===== config.mk =====
export PLATFORM = sky130hd
export DESIGN_NAME = bcd_scan_controller
export DESIGN_NICKNAME = d
export VERILOG_FILES = /design/src/rtl/bcd_scan_controller.sv
export SDC_FILE = /design/constraint.sdc
export NUM_CORES = 1
export LEC_CHECK = 0
export ABC_CLOCK_PERIOD_IN_PS = 7100
export CAP_MARGIN = 20
export CORE_UTILIZATION = 55
export DETAILED_ROUTE_END_ITERATION = 16
export GPL_TIMING_DRIVEN = 0
export HOLD_SLACK_MARGIN = 0.15
export PLACE_DENSITY = 0.8
export SYNTH_ARGS = -nofsm -noshare
export SYNTH_HDL_FRONTEND = slang
export SYNTH_SLANG_ARGS = --single-unit

===== constraint.sdc =====
create_clock -name clk -period 7.1 [get_ports clk]
set_clock_uncertainty 0.15 [all_clocks]
set_input_delay 0.71 -clock clk [delete_from_list [all_inputs] [get_ports clk]]
set_output_delay 0.71 -clock clk [all_outputs]
set_load 0.005 [all_outputs]

===== src/rtl/bcd_scan_controller.sv =====
// Two-requester front end for one shared binary-to-BCD converter. Results are kept
// per channel and shown on a scanned 3-digit display with optional leading-zero blanking.
module bcd_scan_controller #(
    parameter int SCAN_DIV = 1000,
    parameter bit BLANK    = 1'b1
) (
    input  logic       clk,
    input  logic       reset,
    input  logic [1:0] req_valid,
    output logic [1:0] req_ready,
    input  logic [7:0] req_data0,
    input  logic [7:0] req_data1,
    input  logic       show,
    output logic       busy,
    output logic [1:0] done,
    output logic [2:0] digit_en,
    output logic [3:0] digit_val
);

    localparam int CNT_W = (SCAN_DIV > 1) ? $clog2(SCAN_DIV) : 1;
    localparam logic [CNT_W-1:0] CNT_LAST = CNT_W'(SCAN_DIV - 1);

    typedef enum logic {IDLE, CONV} state_t;

    state_t           state_q;
    logic             lg_q;
    logic             owner_q;
    logic [7:0]       op_q;
    logic [9:0]       res_q [2];
    logic [1:0]       done_q;
    logic [CNT_W-1:0] presc_q, presc_d;
    logic [1:0]       idx_q, idx_d;

    logic             xfer;
    logic             grant_ch;
    logic [17:0]      dd;
    logic [9:0]       conv_bcd;
    logic [9:0]       disp;

    // A tie goes to the channel that was not granted last.
    always_comb begin
        req_ready = 2'b00;
        if (state_q == IDLE) begin
            case (req_valid)
                2'b01:   req_ready = 2'b01;
                2'b10:   req_ready = 2'b10;
                2'b11:   req_ready = lg_q ? 2'b01 : 2'b10;
                default: req_ready = 2'b00;
            endcase
        end
    end

    assign xfer     = |(req_valid & req_ready);
    assign grant_ch = req_ready[1];

    // Shift-and-add-3 conversion; the hundreds digit never exceeds 2 so needs no correction.
    always_comb begin
        dd = {10'd0, op_q};
        for (int i = 0; i < 8; i++) begin
            if (dd[11:8] >= 4'd5)  dd[11:8]  = dd[11:8] + 4'd3;
            if (dd[15:12] >= 4'd5) dd[15:12] = dd[15:12] + 4'd3;
            dd = dd << 1;
        end
    end

    assign conv_bcd = dd[17:8];

    always_ff @(posedge clk) begin
        if (reset) begin
            state_q  <= IDLE;
            lg_q     <= 1'b1;
            owner_q  <= 1'b0;
            op_q     <= 8'd0;
            res_q[0] <= 10'd0;
            res_q[1] <= 10'd0;
            done_q   <= 2'b00;
        end else begin
            done_q <= 2'b00;
            case (state_q)
                IDLE: begin
                    if (xfer) begin
                        op_q    <= grant_ch ? req_data1 : req_data0;
                        owner_q <= grant_ch;
                        lg_q    <= grant_ch;
                        state_q <= CONV;
                    end
                end
                CONV: begin
                    res_q[owner_q] <= conv_bcd;
                    done_q         <= owner_q ? 2'b10 : 2'b01;
                    state_q        <= IDLE;
                end
                default: state_q <= IDLE;
            endcase
        end
    end

    assign busy = (state_q == CONV);
    assign done = done_q;

    always_comb begin
        presc_d = presc_q + 1'b1;
        idx_d   = idx_q;
        if (presc_q == CNT_LAST) begin
            presc_d = '0;
            idx_d   = (idx_q == 2'd2) ? 2'd0 : idx_q + 2'd1;
        end
    end

    always_ff @(posedge clk) begin
        if (reset) begin
            presc_q <= '0;
            idx_q   <= 2'd0;
        end else begin
            presc_q <= presc_d;
            idx_q   <= idx_d;
        end
    end

    assign disp = show ? res_q[1] : res_q[0];

    // digit_val stays driven even when the strobe is blanked.
    always_comb begin
        digit_val = 4'd0;
        digit_en  = 3'b000;
        case (idx_q)
            2'd0: begin
                digit_val = disp[3:0];
                digit_en  = 3'b001;
            end
            2'd1: begin
                digit_val = disp[7:4];
                digit_en  = (BLANK && disp[9:8] == 2'd0 && disp[7:4] == 4'd0) ? 3'b000 : 3'b010;
            end
            2'd2: begin
                digit_val = {2'b00, disp[9:8]};
                digit_en  = (BLANK && disp[9:8] == 2'd0) ? 3'b000 : 3'b100;
            end
            default: begin
                digit_val = 4'd0;
                digit_en  = 3'b000;
            end
        endcase
    end

endmodule


-- Yosys cells after proc, flatten, opt, wreduce, memory -nomap -nowiden
Memories as Yosys holds them, arrays and structs flattened.
Index checks and enable logic that the tools add are counted.
- flip-flop bits (word level): 25
- bits in writable memories: 20
- input port bits: 21
- output and inout bits: 12
- word-level logic and storage cells: 87
- memories kept: 1
- add/sub/neg operators: 15
- magnitude comparators: 13
- equality and inequality tests: 6
- mux-type cells: 34
- bitwise operators: 2
- reduce and logical (&&, ||, !) cells: 9
- memories (memory ; depth ; width ; read ports ; clocked after memory_dff ; write ports ; line ; text):
    res_q ; 2 ; 10 ; 2 ; 0 ; 2 ; 29 ; logic [9:0] res_q [2];
- operators by type and width (kind ; number):
    4-bit by 3-bit >= comparator with 1-bit output (second input constant) ; 11
    4-bit by 2-bit adder with 4-bit output (second input constant) ; 8
    4-bit 2-to-1 mux ; 8
    10-bit 2-to-1 mux ; 2
    3-bit 2-to-1 mux ; 6
    4-bit case mux with 3 select lines ; 1
    10-bit by 1-bit adder with 10-bit output (second input constant) ; 1
    10-bit == test (second input constant) ; 1
    2-bit 2-to-1 mux ; 5
    10-bit OR reduction ; 1
    3-bit by 2-bit adder with 3-bit output (second input constant) ; 3
    3-bit case mux with 3 select lines ; 1
    1-bit 2-to-1 mux ; 8
    8-bit 2-to-1 mux ; 1
    2-bit == test (second input constant) ; 3
    2-bit case mux with 3 select lines ; 1
    2-bit OR reduction ; 3
    2-bit by 1-bit == test with 1-bit output (second input constant) ; 2
    2-bit logical NOT ; 2
    4-bit logical NOT ; 1
    1-bit by 2-bit adder with 3-bit output (both inputs constant) ; 1
    1-bit by 2-bit adder with 3-bit output (second input constant) ; 1
    1-bit by 3-bit >= comparator with 1-bit output (both inputs constant) ; 1
    1-bit by 3-bit >= comparator with 1-bit output (second input constant) ; 1
    6 further kinds ; 6

-- Longest topological paths before layout
- word-level depth: 15
- gate-level depth with buffers: 25
- mapped depth without buffers: 22

-- Worst setup path before layout
No wires, ideal clock.
- path type: reg-to-reg
- start: register op_q[5]
- end: memory res_q[0][6] (data pin)
- library setup time: 268 ps
- arrival time: 4500 ps
- required time: 6682 ps
- setup slack: 2182 ps
- stages on the path, launching flop included: 26
- buffers on the path: 3
- clock period less this slack: 4918 ps
- cells stage by stage: dfxtp_1 inv_1 ha_1 inv_1 ha_1 buf_6 a21oi_2 xnor2_1 ha_1 buf_2 and2b_1 or4_1 o2111a_1 inv_2 ha_1 nand2b_1 and4_1 buf_2 or3_1 ha_1 a21oi_1 nor2_1 a21oi_1 nor2_1 o22ai_1 a21oi_1
- RTL lines (element ; line ; text):
    start: declaration ; 28 ; logic [7:0] op_q;
    start signal: assignment ; 82 ; op_q <= grant_ch ? req_data1 : req_data0;
    end: declaration ; 29 ;

==> results.sh <==
export IMPL_avgSynthCellArea_um2=8.74
export IMPL_hold_class="register to register"
export IMPL_crit_slowest_cell="dfxtp_1"
export IMPL_critPathMaxStageDelay_ps=470
export IMPL_synthMuxAreaShare_pct=6.87
export IMPL_rows=26
export IMPL_io_pins=33
export IMPL_synth_fa_ha_area_share_pct=4.19
export IMPL_synth_simple_area_share_pct=23.6
export IMPL_grt_usage_pct=24.0
export IMPL_cts_tree="done"
export IMPL_vias_per_cell=5.84
export IMPL_crit_required_ps=6980
export IMPL_crit_top_cell="ha_1"
export IMPL_dr_pass1_iters=4
export IMPL_p_comb_share_pct=37.7
export IMPL_synth_compound_area_share_pct=21.3
export IMPL_post_dp_hpwl_um=4880
export IMPL_pwr_share_clk_pct=26.1
export IMPL_critPathKind="register to register"
export IMPL_cts_root_buf="clkbuf_8"
export IMPL_grt_pass1_wl_um=10500
export IMPL_p_leak_nw=1.33
export IMPL_multi_input_comb_area_mm2=0.00175
export IMPL_cts_hold_buf=0
export IMPL_cp_arrival_ps=5520
export IMPL_cts_buffer_depth=2
export IMPL_placement_io_buffers=31
export IMPL_ys_ff_latch=45
export IMPL_start_util_pct=57.8
export IMPL_fin_util_pct=68.0
export IMPL_synth_area_leaders="edfxtp_1 20%, dfxtp_1 17%, nor2_1 6.5%, a21oi_1 5.9%, ha_1 4.2%"
export IMPL_drv_slew=0
export IMPL_drtIter0Drc=112
export IMPL_slew_headroom_pct=62.1
export IMPL_end_kind="register"
export IMPL_synth_cells=342
export IMPL_yosysSeqAreaShare_pct=36.9
export IMPL_vdd_drop_max_mv=0.138
export IMPL_num_vias=2632
export IMPL_avgRoutedWirePerCell_um=14.0
export IMPL_wl_um=6330
export IMPL_cts_clk_slew_worst_paths_ps=90
export IMPL_fill_cells=433
export IMPL_p_int_mw=0.546
export IMPL_synth_fp_nets=373
export IMPL_setup_violations_final=0
export IMPL_grt_pass1_vias=2354
export IMPL_total_power_mw=0.823
export IMPL_p_per_area_mw_per_mm2=234
export IMPL_ys_types=67
export IMPL_tightest_slew_ps=554
export IMPL_drv_cap=0
export IMPL_post_cts_buffers=0
export IMPL_async_flop_share_pct=0
export IMPL_syn_to_final_growth_pct=17.8
export IMPL_period_share_pct=79.4
export IMPL_n_antenna_cell=0
export IMPL_start_kind="register"
export IMPL_cts_resized=0
export IMPL_synth_main_ff_cell="dfxtp_1"
export IMPL_gp_congestion=0.851
export IMPL_synth_top_area_share_pct=20.1
export IMPL_synth_top_family_by_area="simple AND/OR/NAND/NOR gates"
export IMPL_max_freq_mhz=177
export IMPL_drc_errors=0
export IMPL_grt_start_max_net_pins=16
export IMPL_outcome="finished clean"
export IMPL_synth_top_cells_by_count="52 x nor2_1, 35 x a21oi_1, 25 x dfxtp_1, 20 x edfxtp_1, 15 x inv_1"
export IMPL_path_buf_inv=6
export IMPL_die_area_mm2=0.00573
export IMPL_rsz0062_at_grt="false"
export IMPL_post_synth_xor_area_fraction_pct=2.60
export IMPL_ant_nets=0
export IMPL_synth_edf_count=20
export IMPL_clock_latency_ps=300
export IMPL_core_area_mm2=0.00517
export IMPL_dieHeight_um=75.7
export IMPL_power_switching_mw=0.277
export IMPL_cts_made_buffers=5
export IMPL_die_x_um=75.7
export IMPL_post_route_min_period_ps=5640
export IMPL_final_seq_area_mm2=0.00110
export IMPL_layout_drive_gt1_share_pct=8.40
export IMPL_cp_top_family="simple AND/OR/NAND/NOR gates"
export IMPL_cts_htree_levels=2
export IMPL_cp_max_fo=9
export IMPL_syn_area_mm2=0.00299
export IMPL_clkSinkCount=45
export IMPL_fin_nets=411
export IMPL_setup_tns_ps=0
export IMPL_ys_warn_count=0
export IMPL_antenna_found_initial=0
export IMPL_pwr_share_seq_pct=36.2
export IMPL_hold_viol=0
export IMPL_switching_share_pct=33.7
export IMPL_yosysTopAreaCell="edfxtp_1"
export IMPL_gr_total_overflow=0
export IMPL_yosysMostFrequentCell="nor2_1"
state kept, by name, summed over array words and instances, names as in the netlist:
name,flops
op_q,8
busy,1
idx_q,2
presc_q,10
res_q,20
lg_q,1
done,2
owner_q,1
power groups by stage:
stage          clock network [mW]  registers (mW)  logic [mW]
6_report                    0.215           0.298       0.311
5_1_grt                     0.225           0.300       0.346
4_1_cts                     0.218           0.298       0.308
3_5_place_dp                    0           0.304       0.304
3_3_place_gp                    0           0.303       0.295
2_1_floorplan                   0           0.299       0.239
layout make-up:
type	count	share of cell area, %
Inverter	16	1.71
Tap cell	70	2.49
Clock inverter	2	1.10
Timing Repair Buffer	31	8.82
Multi-Input combinational cell	264	49.7
Clock buffer	6	2.67
Sequential cell	45	31.3
Buffer	17	2.24
cell families (layout without fill, tap and decap cells):
| logic type | after synthesis | count (layout) |
|---|---|---|
| compound gates | 97 | 97 |
| buf+inv | 33 | 72 |
| flops | 45 | 45 |
| fa+ha+maj | 10 | 10 |
| xor+xnor | 8 | 8 |
| simple gates | 134 | 134 |
| mux | 15 | 15 |
cell usage in the layout, fill, tap and decap left out, types with 9 or more instances in the layout:
master           instances
clkbuf_1                12
inv_1                   15
o21ai_0                 11
ha_1                    10
nor2_1                  52
clkdlybuf4s50_1         31
a21oi_1                 35
edfxtp_1                20
or3_1                    9
dfxtp_1                 25
nand2_1                 11
mux2i_1                  9
metal layers:
metal  GRT usage [%]  vias up  share of wire, %
met1            29.1     1225                45
met3            3.57        6               2.4
met2            44.5       46                51
li1                -     1355                 -
met5               0        -                 0
met4            6.17        0               1.1
per-stage QoR:
step / setup slack [ps] / hold slack, ps / cell area (um^2) / std cells
after floorplan: 2180 / 263 / 2990 / 342
after global placement: 1630 / 278 / 3390 / 443
after detailed placement: 1530 / 287 / 3390 / 443
after CTS: 1480 / 304 / 3520 / 451
after global routing: 1020 / 340 / 3520 / 451
final: 1460 / 301 / 3520 / 451
worst paths after layout:
kind,end,slack (ps),startpoint,cells past startpoint
worst min register to register,presc_q[0]$_SDFF_PP0_,300,presc_q[0]$_SDFF_PP0_,1
worst max-delay path,res_q[1][6]$_SDFFCE_PN0P_,1460,op_q[5]$_SDFFE_PP0P_,25
worst min-delay path,presc_q[0]$_SDFF_PP0_,300,presc_q[0]$_SDFF_PP0_,1
worst max register to register,res_q[1][6]$_SDFFCE_PN0P_,1460,op_q[5]$_SDFFE_PP0P_,25
No activity file was read; power rests on OpenSTA's default activity.
